--- config.mk ---
export PLATFORM = sky130hd
export DESIGN_NAME = id_ex_debug_reader_flat
export DESIGN_NICKNAME = d
export VERILOG_FILES = /design/src/rtl/id_ex_debug_reader_if.sv /design/src/rtl/id_ex_debug_reader.sv /design/src/flat_wrapper.sv
export SDC_FILE = /design/constraint.sdc
export NUM_CORES = 1
export LEC_CHECK = 0
export BUFFER_PORTS_ARGS = -buffer_cell sky130_fd_sc_hd__buf_2
export CORE_ASPECT_RATIO = 1.25
export CORE_MARGIN = 1
export CORE_UTILIZATION = 45
export DETAILED_ROUTE_END_ITERATION = 6
export PLACE_DENSITY = 0.79
export SYNTH_ARGS = -nofsm -noshare
export SYNTH_HDL_FRONTEND = slang
export SYNTH_SLANG_ARGS = --single-unit
--- constraint.sdc ---
create_clock -name clk_i -period 2.5 [get_ports clk_i]
set_clock_uncertainty 0.15 [all_clocks]
set_input_delay 0.375 -clock clk_i [delete_from_list [all_inputs] [get_ports clk_i]]
set_output_delay 0.375 -clock clk_i [all_outputs]
set_load 0.02 [all_outputs]
--- src/rtl/id_ex_debug_reader_if.sv ---
// Byte-wide valid/ready stream carrying debug frames toward the UART transmitter.
interface id_ex_debug_reader_if;
    logic       tx_valid;
    logic [7:0] tx_data;
    logic       tx_ready;

    modport master (output tx_valid, output tx_data, input tx_ready);
    modport slave  (input tx_valid, input tx_data, output tx_ready);
endinterface

--- src/rtl/id_ex_debug_reader.sv ---
// Snapshots the ID/EX latch fields on a start request and streams them as an
// 18-byte frame (header + 17 payload bytes, MSB first) over a valid/ready link.
module id_ex_debug_reader #(
    parameter logic [7:0] HEADER      = 8'hA5,
    parameter int         FRAME_BYTES = 18
) (
    input  logic        clk_i,
    input  logic        rst_ni,
    input  logic        start_i,
    input  logic        aluSrc_i,
    input  logic        aluShiftImm_i,
    input  logic        regDst_i,
    input  logic        loadImm_i,
    input  logic        memToReg_i,
    input  logic        regWrite_i,
    input  logic        eop_i,
    input  logic [1:0]  memReadWidth_i,
    input  logic [3:0]  memWrite_i,
    input  logic [3:0]  aluControl_i,
    input  logic [4:0]  rs_i,
    input  logic [4:0]  rt_i,
    input  logic [4:0]  rd_i,
    input  logic [4:0]  sa_i,
    input  logic [31:0] signImm_i,
    input  logic [31:0] readData1_i,
    input  logic [31:0] readData2_i,
    id_ex_debug_reader_if.master tx,
    output logic        busy_o,
    output logic        done_o
);

    localparam logic [1:0] ST_IDLE = 2'd0;
    localparam logic [1:0] ST_SEND = 2'd1;
    localparam logic [1:0] ST_DONE = 2'd2;

    localparam int         SNAP_W   = 133;
    localparam int         FRAME_W  = 8 * FRAME_BYTES;
    localparam logic [4:0] LAST_IDX = 5'(FRAME_BYTES - 1);

    logic [1:0]        state_q, state_d;
    logic [4:0]        idx_q, idx_d;
    logic [SNAP_W-1:0] snap_q, snap_d;

    logic [SNAP_W-1:0] fields;
    logic [FRAME_W-1:0] frame_bits;
    logic [7:0]        frame_bytes [FRAME_BYTES];
    logic              accept;

    // Field order matches the frame payload order, so the frame is just the
    // header, the snapshot, and three pad bits after sa.
    assign fields = {readData1_i, readData2_i, signImm_i,
                     aluControl_i, memWrite_i,
                     rs_i, memReadWidth_i, eop_i,
                     rt_i, regWrite_i, loadImm_i, regDst_i,
                     rd_i, memToReg_i, aluShiftImm_i, aluSrc_i,
                     sa_i};

    assign frame_bits = {HEADER, snap_q, 3'b000};

    generate
        for (genvar gi = 0; gi < FRAME_BYTES; gi++) begin : g_frame_byte
            assign frame_bytes[gi] = frame_bits[8*(FRAME_BYTES-gi)-1 -: 8];
        end
    endgenerate

    assign accept = (state_q == ST_SEND) && tx.tx_ready;

    always_comb begin
        state_d = state_q;
        idx_d   = idx_q;
        snap_d  = snap_q;
        case (state_q)
            ST_IDLE: begin
                if (start_i) begin
                    snap_d  = fields;
                    idx_d   = 5'd0;
                    state_d = ST_SEND;
                end
            end
            ST_SEND: begin
                if (accept) begin
                    if (idx_q == LAST_IDX) begin
                        state_d = ST_DONE;
                    end else begin
                        idx_d = idx_q + 5'd1;
                    end
                end
            end
            ST_DONE: begin
                state_d = ST_IDLE;
            end
            default: begin
                state_d = ST_IDLE;
            end
        endcase
    end

    always_ff @(posedge clk_i or negedge rst_ni) begin
        if (!rst_ni) begin
            state_q <= ST_IDLE;
            idx_q   <= 5'd0;
            snap_q  <= '0;
        end else begin
            state_q <= state_d;
            idx_q   <= idx_d;
            snap_q  <= snap_d;
        end
    end

    // Outputs decode straight from state so an asynchronous reset clears them
    // without waiting for a clock edge.
    assign tx.tx_valid = (state_q == ST_SEND);
    assign tx.tx_data  = (state_q == ST_SEND) ? frame_bytes[idx_q] : 8'h00;
    assign busy_o      = (state_q != ST_IDLE);
    assign done_o      = (state_q == ST_DONE);

endmodule

--- src/flat_wrapper.sv ---
// flat-port wrapper written by rule: the top's interface ports become plain ports
module id_ex_debug_reader_flat 
#(
    parameter logic [7:0] HEADER      = 8'hA5,
    parameter int         FRAME_BYTES = 18
)
  (clk_i, rst_ni, start_i, aluSrc_i, aluShiftImm_i, regDst_i, loadImm_i, memToReg_i, regWrite_i, eop_i, memReadWidth_i, memWrite_i, aluControl_i, rs_i, rt_i, rd_i, sa_i, signImm_i, readData1_i, readData2_i, busy_o, done_o, tx_tx_valid, tx_tx_data, tx_tx_ready);
  id_ex_debug_reader_if tx_i ();
  input  logic clk_i;
  input  logic rst_ni;
  input  logic start_i;
  input  logic aluSrc_i;
  input  logic aluShiftImm_i;
  input  logic regDst_i;
  input  logic loadImm_i;
  input  logic memToReg_i;
  input  logic regWrite_i;
  input  logic eop_i;
  input  logic [1:0] memReadWidth_i;
  input  logic [3:0] memWrite_i;
  input  logic [3:0] aluControl_i;
  input  logic [4:0] rs_i;
  input  logic [4:0] rt_i;
  input  logic [4:0] rd_i;
  input  logic [4:0] sa_i;
  input  logic [31:0] signImm_i;
  input  logic [31:0] readData1_i;
  input  logic [31:0] readData2_i;
  output logic busy_o;
  output logic done_o;
  output wire logic [$bits(tx_i.tx_valid)-1:0] tx_tx_valid;
  output wire logic [$bits(tx_i.tx_data)-1:0] tx_tx_data;
  input wire logic [$bits(tx_i.tx_ready)-1:0] tx_tx_ready;
  assign tx_tx_valid = tx_i.tx_valid;
  assign tx_tx_data = tx_i.tx_data;
  assign tx_i.tx_ready = tx_tx_ready;
  id_ex_debug_reader #(.HEADER(HEADER), .FRAME_BYTES(FRAME_BYTES)) u_core (.clk_i(clk_i), .rst_ni(rst_ni), .start_i(start_i), .aluSrc_i(aluSrc_i), .aluShiftImm_i(aluShiftImm_i), .regDst_i(regDst_i), .loadImm_i(loadImm_i), .memToReg_i(memToReg_i), .regWrite_i(regWrite_i), .eop_i(eop_i), .memReadWidth_i(memReadWidth_i), .memWrite_i(memWrite_i), .aluControl_i(aluControl_i), .rs_i(rs_i), .rt_i(rt_i), .rd_i(rd_i), .sa_i(sa_i), .signImm_i(signImm_i), .readData1_i(readData1_i), .readData2_i(readData2_i), .tx(tx_i), .busy_o(busy_o), .done_o(done_o));
endmodule
Word-level counts from Yosys, hierarchy flattened
Cells that the tools add are included.

storage, ports and cells
  memories = 0
  bits in writable memories = 0
  ROM bits = 0
  input bits = 137
  register bits after elaboration = 140
  latch bits = 0
  output and inout bits = 11
  word-level logic and storage cells = 32

operators by class
  multiplexer cells = 12
  shift operators = 0
  bitwise operators = 1
  div/mod/pow operators = 0
  add/subtract/negate cells = 1
  reduce and logical (&&, ||, !) cells = 7
  magnitude comparators = 1
  multipliers = 0
  equality and inequality tests = 7

operators by type and width
  cell                                                      number
  binary-select mux 8 bit (select 5 bit)                    1
  two-way mux 8 bit                                         3
  two-way mux 5 bit                                         3
  case mux 5 bit (2 select lines)                           1
  greater-or-equal comparator 6 bit, second input constant  1
  two-way mux 2 bit                                         3
  inverter 5 -> 6 bit                                       1
  adder 5 x 1 -> 5 bit, second input constant               1
  == test 5 bit, second input constant                      1
  != test 2 x 1 -> 1 bit, second input constant             2
  != test 2 bit, second input constant                      2
  case mux 2 bit (2 select lines)                           1
  AND reduction 4 bit                                       1
  nonzero test 2 bit                                        2
  AND reduction 3 bit                                       1
  == test 2 x 1 -> 1 bit, second input constant             1
  == test 2 bit, second input constant                      1
  logical NOT 2 bit                                         1
  AND reduction 2 bit                                       1
  logical AND 1 bit                                         1

Depth between registers and ports, before layout
Gate-level depths: netlist (run 1).

  depth after elaboration = 5
  depth in mapped cells = 8
  depth with buffers taken out = 7

Least setup slack after synthesis (run 1)
No wires, ideal clock.

  path type = register to output
  start = register u_core.idx_q[0]
  end = output tx_tx_data[3]
  buffers on the path = 3
  path slack = 0.271 ns
  cell stages (with the launch flop) = 7
  required time = 1.975 ns
  data arrival time = 1.704 ns
  cells stage by stage = dfrtp_1 > buf_6 > buf_8 > buf_6 > mux4_2 > o221ai_1 > o21ai_0

between the ends
  longest elaborated chain between the ends = 5

ends and longest elaborated chain
  what                                                   RTL line                   source
  from (decl)                                            id_ex_debug_reader.sv:41   logic [4:0] idx_q, idx_d;
  from (signal assigned)                                 id_ex_debug_reader.sv:105  idx_q <= idx_d;
  inverter 5 -> 6 bit (implied by the code)              id_ex_debug_reader.sv:113  assign tx.tx_data = (state_q == ST_SEND) ? frame_bytes[idx_q] : 8'h00;
  binary-select mux 8 bit (select 5 bit)                 id_ex_debug_reader.sv:113
  two-way mux 8 bit (implied by the code) (2 in series)  id_ex_debug_reader.sv:113
  two-way mux 8 bit                                      id_ex_debug_reader.sv:113
  to (decl)                                              flat_wrapper.sv:32         output wire logic [$bits(tx_i.tx_data)-1:0] tx_tx_data;

No other way between the ends. The select of a mux whose other input is x is not followed.

Worst setup path after layout (run 1)
  start = register u_core.idx_q[0]
  end = output tx_tx_data[6]

The elaborated chain is that of the path after synthesis.

==> results of run 1 <==
## through the flow
stage               hold WS, ns  instances
floorplan               -0.0706        736
global placement          0.203       1036
detailed placement        0.211       1036
CTS                   0.0000749       1147
global route            0.00926       1148
finish                   0.0128       1148
## cells in the final DEF, fill, tap and decap left out, drive strengths merged, types with 2 or more instances in the layout
cell and instances:
o2bb2ai 2, nor2b 5, or2 3, dfrtp 140, o221ai 6, a21oi 4
clkbuf 21, inv 4, bufinv 6, o21ai 8, nand2 405, a211oi 2
nor2 11, a311oi 2, dlygate4sd3 69, clkinv 5, a221oi 3, mux4 8
nand2b 5, nor3b 2, xor2 3, nand3b 2, buf 177, or3b 2
o22ai 9, ha 2, nand4 3, nor3 4, o22a 4, mux2 8
mux2i 37
## final timing paths
path | end | slack [ns]
max | tx_tx_data[6] | -0.29
min | u_core.snap_q[78]$_DFFE_PN0P_ | 0.01
min reg2reg | u_core.snap_q[12]$_DFFE_PN0P_ | 0.32
max in group asynchronous | u_core.idx_q[0]$_DFFE_PN0P_ | 1.19
max reg2reg | u_core.idx_q[4]$_DFFE_PN0P_ | 0.20
min in group asynchronous | u_core.snap_q[18]$_DFFE_PN0P_ | 0.32
## worst min-delay path, cell delays in order
cell     delay [ns]
buf_2          0.08
nand2_1        0.05
nand2_1        0.05
## cell families (layout without fill, tap and decap cells)
kind of cell    Yosys count  after routing  synth area share (%)
compound gates           43             43                  4.86
xor+xnor                  3              3                 0.400
fa+ha+maj                 2              2                 0.381
flops                   140            140                  53.3
simple gates            447            447                  27.1
mux                      53             53                  9.92
buf+inv                  48            282                  4.00
## cell type report
cell class / count / area (sq um)
inverter: 4 / 15.0
tap: 178 / 223
timing repair buffer: 246 / 1810
multi-input combinational: 548 / 2910
sequential: 140 / 3510
fill: 1123 / 5200
clock inverter: 11 / 213
clock buffer: 21 / 470
## registers in the layout (all words and copies together) (netlist names)
register	flops
u_core.snap_q	133
u_core.state_q	2
u_core.idx_q	5
## power groups by stage
| stage | sequential, W | combinational [W] | clock, W |
|---|---|---|---|
| after floorplan | 0.00372 | 0.00286 | 0 |
| after global placement | 0.00407 | 0.00362 | 0 |
| after detailed placement | 0.00407 | 0.00375 | 0 |
| after CTS | 0.00402 | 0.00441 | 0.00292 |
| after global routing | 0.00414 | 0.00513 | 0.00301 |
| final | 0.00407 | 0.00467 | 0.00289 |
## metal layers
metal | share of wire [%] | global-route usage [%]
met1 | 39 | 31.0
met2 | 50 | 43.4
met3 | 6.3 | 5.52
met4 | 4.5 | 15.5
met5 | 0 | 0
## timing repair
item                                   4_1_cts  5_1_grt
pin swaps                                   15        8
cloned                                       1        0
buffers inserted                            11        1
endpoints found under the hold margin      118        0
resized for setup                           31       21
hold buffers                                69        0
setup endpoints to repair                    8        8
==> flow_summary.toml, run 1 <==
[run_status]
outcome = "complete, but fails checks"
violations = "setup timing"

[finish]
finalNetCount = 1096
antenna_cells = 0
final_core_util_pct = 63.8
syn_to_final_growth_pct = 39.3
final_area_sq_um = 9150
drive_gt1_share_pct = 26.1

[synth]
yosys.area.top_type = "dfrtp_1"
seq_area_frac_synth_pct = 53.3
yosys-top-cells-area = "dfrtp_1 53%, nand2_1 23%, mux2i_1 5.6%"
synthTopCellsByCount = "405 x nand2_1, 140 x dfrtp_1, 37 x mux2i_1"
synth_edf_count = 0
netlist_instances = 736
syn-cell-area_sq_um = 6570
yosys_most_used_dff = "dfrtp_1"
ys_warn_count = 0
synth-seq-cells = 140
yosys.area.top_type_share_pct = 53.3
syn_area_per_cell_sq_um = 8.93
yosysMostFrequentCell = "nand2_1"
ys_types = 43
synth_nets = 875
async_reset_ff_share_pct = 100

[grt]
antenna_found_initial = 0
grt_pass1_wl_microns = 28900
grt_pass1_vias = 5907
grt_max_degree = 137
grt.total_usage_pct = 26.1
grt_overflow_total = 0

[pwr]
comb_power_share_pct = 40.2
total_power_w = 0.0116
pwr-share-clk_pct = 24.8
ir_worst_vdd_mv = 0.772
power_frac_seq_pct = 35.0
switching_share_pct = 35.7
power_leakage_nw = 4.79
p_int_w = 0.00747
power_density_nw_per_um2 = 1270
p_sw_w = 0.00415

[timing]
finalCritPeriodShare_pct = 112
relSlewSlack_pct = 64.0
worst_slew_pin_slew_ns = 0.540
fmax_ghz = 0.359
setup_ws_ns = -0.289
slew_violations = 0
period_needed_ns = 2.79
rsz0062_at_grt = "true"
finalHoldViolations = 0
tns_ns = -1.88
setup_violations = 8

[setup_path]
slowest_stage = "dfrtp_4"
critPathLaunchType = "register"
critPathBufInv = 3
r2r_cells = 8
crit_path_end_kind = "primary output"
cp.depth = 8
r2r_start = "u_core.idx_q[0]$_DFFE_PN0P_"
slowest_delay_ns = 0.52
cp_cell_sequence = "buf_8 > buf_6 > mux2i_1 > nor2_1 > a2111oi_2 > or4_4 > o21ai_2 > buf_6"
critPathArrivalTime_ns = 2.26
crit_family = "simple AND/OR/NAND/NOR gates"
cp_max_fo = 5
crit_required_ns = 1.98
crit_path_frequent_cell = "buf_6"
criticalPathCategory = "register to primary output"
critical_path.startpoint = "u_core.idx_q[0]$_DFFE_PN0P_"

[placement]
dp_hpwl_microns = 12200
io_buffers = 147
post-place-ws_ns = 0.0328
placed_area_sq_um = 7490
routabilityCongestion = 0.928

[clock_network]
cts_num_sinks = 140
numCtsBuffers = 17
h-tree-depth = 4
insertion_delay_ns = 0.42
cts_buffer_depth = 2
clock-root-buffer = "clkbuf_16"
cts_tree = "done"
cts.reportedPaths.clkPinSlew_ns = 0.06

[die]
dieArea_sq_um = 15100
die_h_microns = 137
coreArea_sq_um = 14300
ios = 148
fp.dieW_microns = 110
start_util_pct = 45.8
std_cell_rows = 49

[route]
firstDrtPassIters = 5
num_vias = 6010
viasPerCell = 5.24
wire_per_inst_microns = 16.4
drc_errors = 0
totalWireLength_microns = 18800
drt_iter0_drc = 478
drtAntennaViolNets = 0

[worst_hold_path]
hold_path_startpoint = "readData2_i[9]"
hp-class = "primary input to register"
whs_path_depth = 3

[run]
max-cap-violations = 0
Power figures use the tool's default switching activity.
==> run 2, diff against run 1 <==
- TNS_END_PERCENT: default -> 50
==> run 2 against run 1 <==
Compared with the run above:
- the flow still finishes with violations (setup timing)
- power fell by 1.9%
- largest power group unchanged
- first-iteration DRC count fell by 17%
- non-clock buffer count fell by 2
- fmax fell by 0.22%
- hold slack improved by 0.0013 ns
- worst setup slack got worse by 0.0062 ns
- sequential power barely moved
- register-to-register slack improved by 0.02 ns
- core utilization fell by 0.61 points
- via count fell by 2.1%
- combinational power fell by 4.7%
- critical path depth did not move
==> flow_summary.toml, run 2 (synthesized netlist as in run 1, its figures left out) <==
[run_status]
outcome = "complete, but fails checks"
violations = "setup timing"

[finish]
drive_gt1_share_pct = 25.6
final_cell_mix = "405 x nand2_1, 142 x buf_2, 138 x dfrtp_1"
antenna_cells = 0
fill_cells = 1140
syn_to_final_growth_pct = 37.9
final_cells = 1146
final_area_sq_um = 9060
max_flop_register = "u_core.snap_q"
largest_reg_flops = 133
regArea_sq_um = 3510
multi_input_area_sq_um = 2890
finalNetCount = 1094
final_common_cell = "nand2_1"
reg_top3 = "u_core.snap_q (133), u_core.idx_q (5), u_core.state_q (2)"

[placement]
placed_area_sq_um = 7490
io_buffers = 147
routabilityCongestion = 0.928
dp_cells = 1036
dp_hpwl_microns = 12200

[setup_path]
rrSetupSlack_ns = 0.22
criticalPathCategory = "register to primary output"
crit_required_ns = 1.98
cp_max_fo = 5
critPathArrivalTime_ns = 2.27
critPathLaunchType = "register"
crit_path_end_kind = "primary output"

[timing]
relSlewSlack_pct = 64.8
setup_violations = 8
rsz0062_at_grt = "true"
finalCritPeriodShare_pct = 112
slew_violations = 0
worst_slew_pin_slew_ns = 0.528
finalHoldViolations = 0
setup_ws_ns = -0.295
period_needed_ns = 2.80
whs_ns = 0.0141
tns_ns = -1.83
fmax_ghz = 0.358

[pwr]
p_sw_w = 0.00407
comb_power_share_pct = 39.1
ir_worst_vdd_mv = 0.780
power_frac_seq_pct = 35.6
switching_share_pct = 35.7
power_leakage_nw = 4.76
p_int_w = 0.00733
power_density_nw_per_um2 = 1260
pwr-share-clk_pct = 25.3

[route]
firstDrtPassIters = 6
num_vias = 5881
totalWireLength_microns = 18400
wire_per_inst_microns = 16.1
drt_iter0_drc = 397
drc_errors = 0
drtAntennaViolNets = 0
viasPerCell = 5.13

[clock_network]
numCtsBuffers = 17
insertion_delay_ns = 0.42
clock-root-buffer = "clkbuf_16"
cts_tree = "done"
cts_num_sinks = 140
cts_buffer_depth = 2
cts.reportedPaths.clkPinSlew_ns = 0.06
h-tree-depth = 4

[grt]
grt_pass1_vias = 5868
grt_pass1_wl_microns = 28800
grt_overflow_total = 0
grt_max_degree = 137
antenna_found_initial = 0
grt.total_usage_pct = 26.1

[run]
max-cap-violations = 0

[die]
fp.dieW_microns = 110
dieArea_sq_um = 15100
start_util_pct = 45.8
coreArea_sq_um = 14300
die_h_microns = 137
ios = 148
std_cell_rows = 49

[worst_hold_path]
hp-class = "primary input to register"
## run 2: changes by cell type in the layout (fill, tap and decap cells not counted), sizes merged
| cell | previous run | this run |
|---|---|---|
| buf | 177 | 175 |
## run 2: what timing repair did
item | 4_1_cts | 5_1_grt
endpoints found under the setup margin | 8 | 8
setup buffers | 11 | 0
endpoints found under the hold margin | 118 | 0
cloned | 0 | 0
pin swaps | 17 | 5
hold buffers | 69 | 0
resized for setup | 30 | 10
## run 2: final cells by class
class,count,share of cell area (%)
clock inverter,11,2.35
sequential,140,38.7
inverter,4,0.166
clock buffer,21,5.19
tap,178,2.46
multi-input combinational,548,31.9
timing repair buffer,244,19.3
## run 2: routing by layer
metal  wire length [microns]  GRT usage (%)  share of wire [%]  vias to the layer above
met5                       0              0                  0                        -
li1                        -              -                  -                     2816
met3                    1040           5.14                5.6                       61
met4                     856           14.5                4.6                        0
met1                    7330           31.3                 40                     2757
met2                    9210           43.6                 50                      247
## run 2: metrics by stage
| stage | worst slack, ns | util, % | total power, W |
|---|---|---|---|
| floorplan | 0.271 | - | 0.00658 |
| global placement | 0.0869 | 52.2 | 0.00769 |
| detailed placement | 0.0328 | 52.2 | 0.00782 |
| CTS | -0.287 | 62.9 | 0.0113 |
| global route | -0.355 | 63.2 | 0.0121 |
| finish | -0.295 | 63.2 | 0.0114 |
## run 2: final timing paths
check	startpoint	end	cells after the start
max in group asynchronous	rst_ni	u_core.idx_q[0]$_DFFE_PN0P_	3
setup reg to reg	u_core.idx_q[0]$_DFFE_PN0P_	u_core.idx_q[4]$_DFFE_PN0P_	8
hold / removal	readData2_i[9]	u_core.snap_q[78]$_DFFE_PN0P_	3
min in group asynchronous	rst_ni	u_core.snap_q[18]$_DFFE_PN0P_	2
hold reg to reg	u_core.snap_q[21]$_DFFE_PN0P_	u_core.snap_q[21]$_DFFE_PN0P_	2
setup / recovery	u_core.idx_q[0]$_DFFE_PN0P_	tx_tx_data[6]	8
## run 2: critical path, cell delays in order, from the launching register on
cell and delay [ns]:
dfrtp_4 0.52, buf_8 0.14, buf_6 0.11, mux2i_1 0.11
nor2_1 0.17, a2111oi_2 0.08, or4_4 0.51, o21ai_2 0.08
buf_6 0.13
## run 2: power by group through the flow
stage	sequential (W)	clock (W)	combinational (W)
CTS	0.00402	0.00292	0.00431
detailed placement	0.00407	0	0.00375
global route	0.00414	0.00301	0.00490
global placement	0.00407	0	0.00362
finish	0.00406	0.00288	0.00445
floorplan	0.00372	0	0.00286
==> run 3, diff against run 2 <==
- CELL_PAD_IN_SITES_DETAIL_PLACEMENT: default -> 1
- CELL_PAD_IN_SITES_GLOBAL_PLACEMENT: default -> 1
- CORE_MARGIN: 1 -> default
- CORE_UTILIZATION: 45 -> 41
- PLACE_DENSITY: 0.79 -> 0.92
==> run 3 against run 2 <==
Compared with the run above:
- clock power fell by 22%
- worst setup slack got worse by 0.15 ns
- sequential power increased by 4%
- non-clock buffer count decreased by 29
- critical path type unchanged
- critical path depth is 1 lower
- global-route usage up 2.6 points
- register-to-register slack worse by 0.12 ns
- the flow finishes with violations (hold timing, setup timing)
==> flow_summary.toml, run 3 (synthesized netlist as in run 1, its figures left out) <==
[setup_path]
r2r_start = "u_core.idx_q[0]$_DFFE_PN0P_"
crit_required_ns = 1.98
r2r_cells = 8
critical_path.startpoint = "u_core.idx_q[3]$_DFFE_PN0P_"
r2r-end = "u_core.idx_q[3]$_DFFE_PN0P_"
criticalPathCategory = "register to primary output"
rrSetupSlack_ns = 0.10
crit_path_end_kind = "primary output"
critPathLaunchType = "register"
cp_max_fo = 8
critPathArrivalTime_ns = 2.42

[finish]
drive_gt1_share_pct = 25.7
final_common_cell = "nand2_1"
fill_cells = 1821
max_flop_register = "u_core.snap_q"
finalNetCount = 1065
syn_to_final_growth_pct = 31.8
final_core_util_pct = 55.4
largest_reg_flops = 133
regArea_sq_um = 3510
final_cell_mix = "405 x nand2_1, 142 x buf_2, 138 x dfrtp_1"
reg_top3 = "u_core.snap_q (133), u_core.idx_q (5), u_core.state_q (2)"
multi_input_area_sq_um = 2910
antenna_cells = 0

[die]
dieArea_sq_um = 16500
fp.dieW_microns = 115
coreArea_sq_um = 15600
die_h_microns = 144
std_cell_rows = 51
ios = 148
start_util_pct = 42.0

[run_status]
outcome = "complete, but fails checks"
violations = "hold timing, setup timing"

[grt]
grtUsageMet2_pct = 49.8
met1_usage_pct = 32.3
grt_pass1_wl_microns = 34500
grt_busiest_layer = "met2"
grt_max_degree = 87
grt.total_usage_pct = 28.7
grt_overflow_total = 0
antenna_found_initial = 0
grt_pass1_vias = 6497
use_met3_pct = 6.33

[clock_network]
h-tree-depth = 4
insertion_delay_ns = 0.44
cts_tree = "done"
clock-root-buffer = "clkbuf_16"
numCtsBuffers = 17
cts_buffer_depth = 2
cts_num_sinks = 140
cts.reportedPaths.clkPinSlew_ns = 0.06

[pwr]
switching_share_pct = 40.0
p_sw_w = 0.00444
ir_worst_vdd_mv = 0.663
p_int_w = 0.00666
pwr-share-clk_pct = 20.2
power_density_nw_per_um2 = 1280
comb_power_share_pct = 41.8
power_frac_seq_pct = 38.0
power_leakage_nw = 4.55

[route]
drt_iter0_drc = 408
totalWireLength_microns = 23000
firstDrtPassIters = 5
viasPerCell = 5.25
wire_per_inst_microns = 20.0
drc_errors = 0
num_vias = 6037
drtAntennaViolNets = 0

[worst_hold_path]
hp-class = "primary input to register"
hold_end = "u_core.snap_q[106]$_DFFE_PN0P_"
whs_path_depth = 3
hold_path_startpoint = "readData1_i[5]"

[timing]
tns_ns = -2.77
setup_ws_ns = -0.445
fmax_ghz = 0.340
slew_violations = 0
rsz0062_at_grt = "true"
setup_violations = 8
period_needed_ns = 2.95
finalHoldViolations = 1
whs_ns = -0.00183
relSlewSlack_pct = 67.7
finalCritPeriodShare_pct = 118
worst_slew_pin_slew_ns = 0.485

[placement]
routabilityCongestion = 0.867
io_buffers = 147
dp_hpwl_microns = 15600

[run]
max-cap-violations = 0
==> run 3: changes by cell type in the layout (fill, tap and decap cells not counted), moves of 2 or more <==
cell / delta
clkinv_4: -2
mux2i_1: -3
dlygate4sd3_1: -27
o21ai_0: +2
clkbuf_1: +7
o21ai_1: -2
mux2i_2: +2
bufinv_16: -6
==> run 3: area by class of cell <==
type	count	share of cell area [%]
Sequential cell	140	40.5
Multi-Input combinational cell	548	33.6
Timing Repair Buffer	215	16.8
Clock buffer	28	5.74
Tap cell	212	3.06
Inverter	4	0.173
Clock inverter	2	0.116
==> run 3: power by group through the flow <==
stage | Combinational (W) | Clock [W] | Sequential, W
2_1_floorplan | 0.00286 | 0 | 0.00372
3_3_place_gp | 0.00365 | 0 | 0.00411
3_5_place_dp | 0.00394 | 0 | 0.00419
4_1_cts | 0.00432 | 0.00226 | 0.00414
5_1_grt | 0.00502 | 0.00236 | 0.00428
6_report | 0.00463 | 0.00224 | 0.00422
==> run 3: through the flow <==
stage / cells / cell area [sq um] / setup slack (ns) / total power, W
2_1_floorplan: 736 / 6570 / 0.271 / 0.00658
3_3_place_gp: 1072 / 7540 / 0.100 / 0.00776
3_5_place_dp: 1072 / 7540 / -0.0688 / 0.00813
4_1_cts: 1149 / 8580 / -0.331 / 0.0107
5_1_grt: 1149 / 8660 / -0.457 / 0.0117
6_report: 1149 / 8660 / -0.445 / 0.0111
==> run 3: worst max-delay path by stage <==
stage / to / slack [ns]
finish: tx_tx_data[2] / -0.45
global route: tx_tx_data[2] / -0.46
CTS: tx_tx_data[6] / -0.33
detailed placement: tx_tx_data[3] / -0.07
global placement: tx_tx_data[0] / 0.10
floorplan: tx_tx_data[3] / 0.27
==> run 3: routing by layer <==
metal  wire length (microns)  vias to the layer above
li1                        -                     2751
met1                    8590                     2961
met2                   11900                      249
met3                    1220                       76
met4                    1250                        0
met5                       0                        -
==> run 3: what timing repair did <==
action,in CTS,in global routing
pin swaps,4,3
hold buffers,42,0
resized for setup,14,21
hold endpoints to repair,82,0
setup buffers,5,0
setup endpoints to repair,8,8
==> run 3: worst max-delay path, stage by stage, from the launching register on <==
cell and delay [ns]:
dfrtp_1 0.44, buf_4 0.19, nor2_1 0.32, o21ai_0 0.18
a21oi_1 0.32, nor3_2 0.09, o2bb2ai_1 0.25, buf_4 0.20
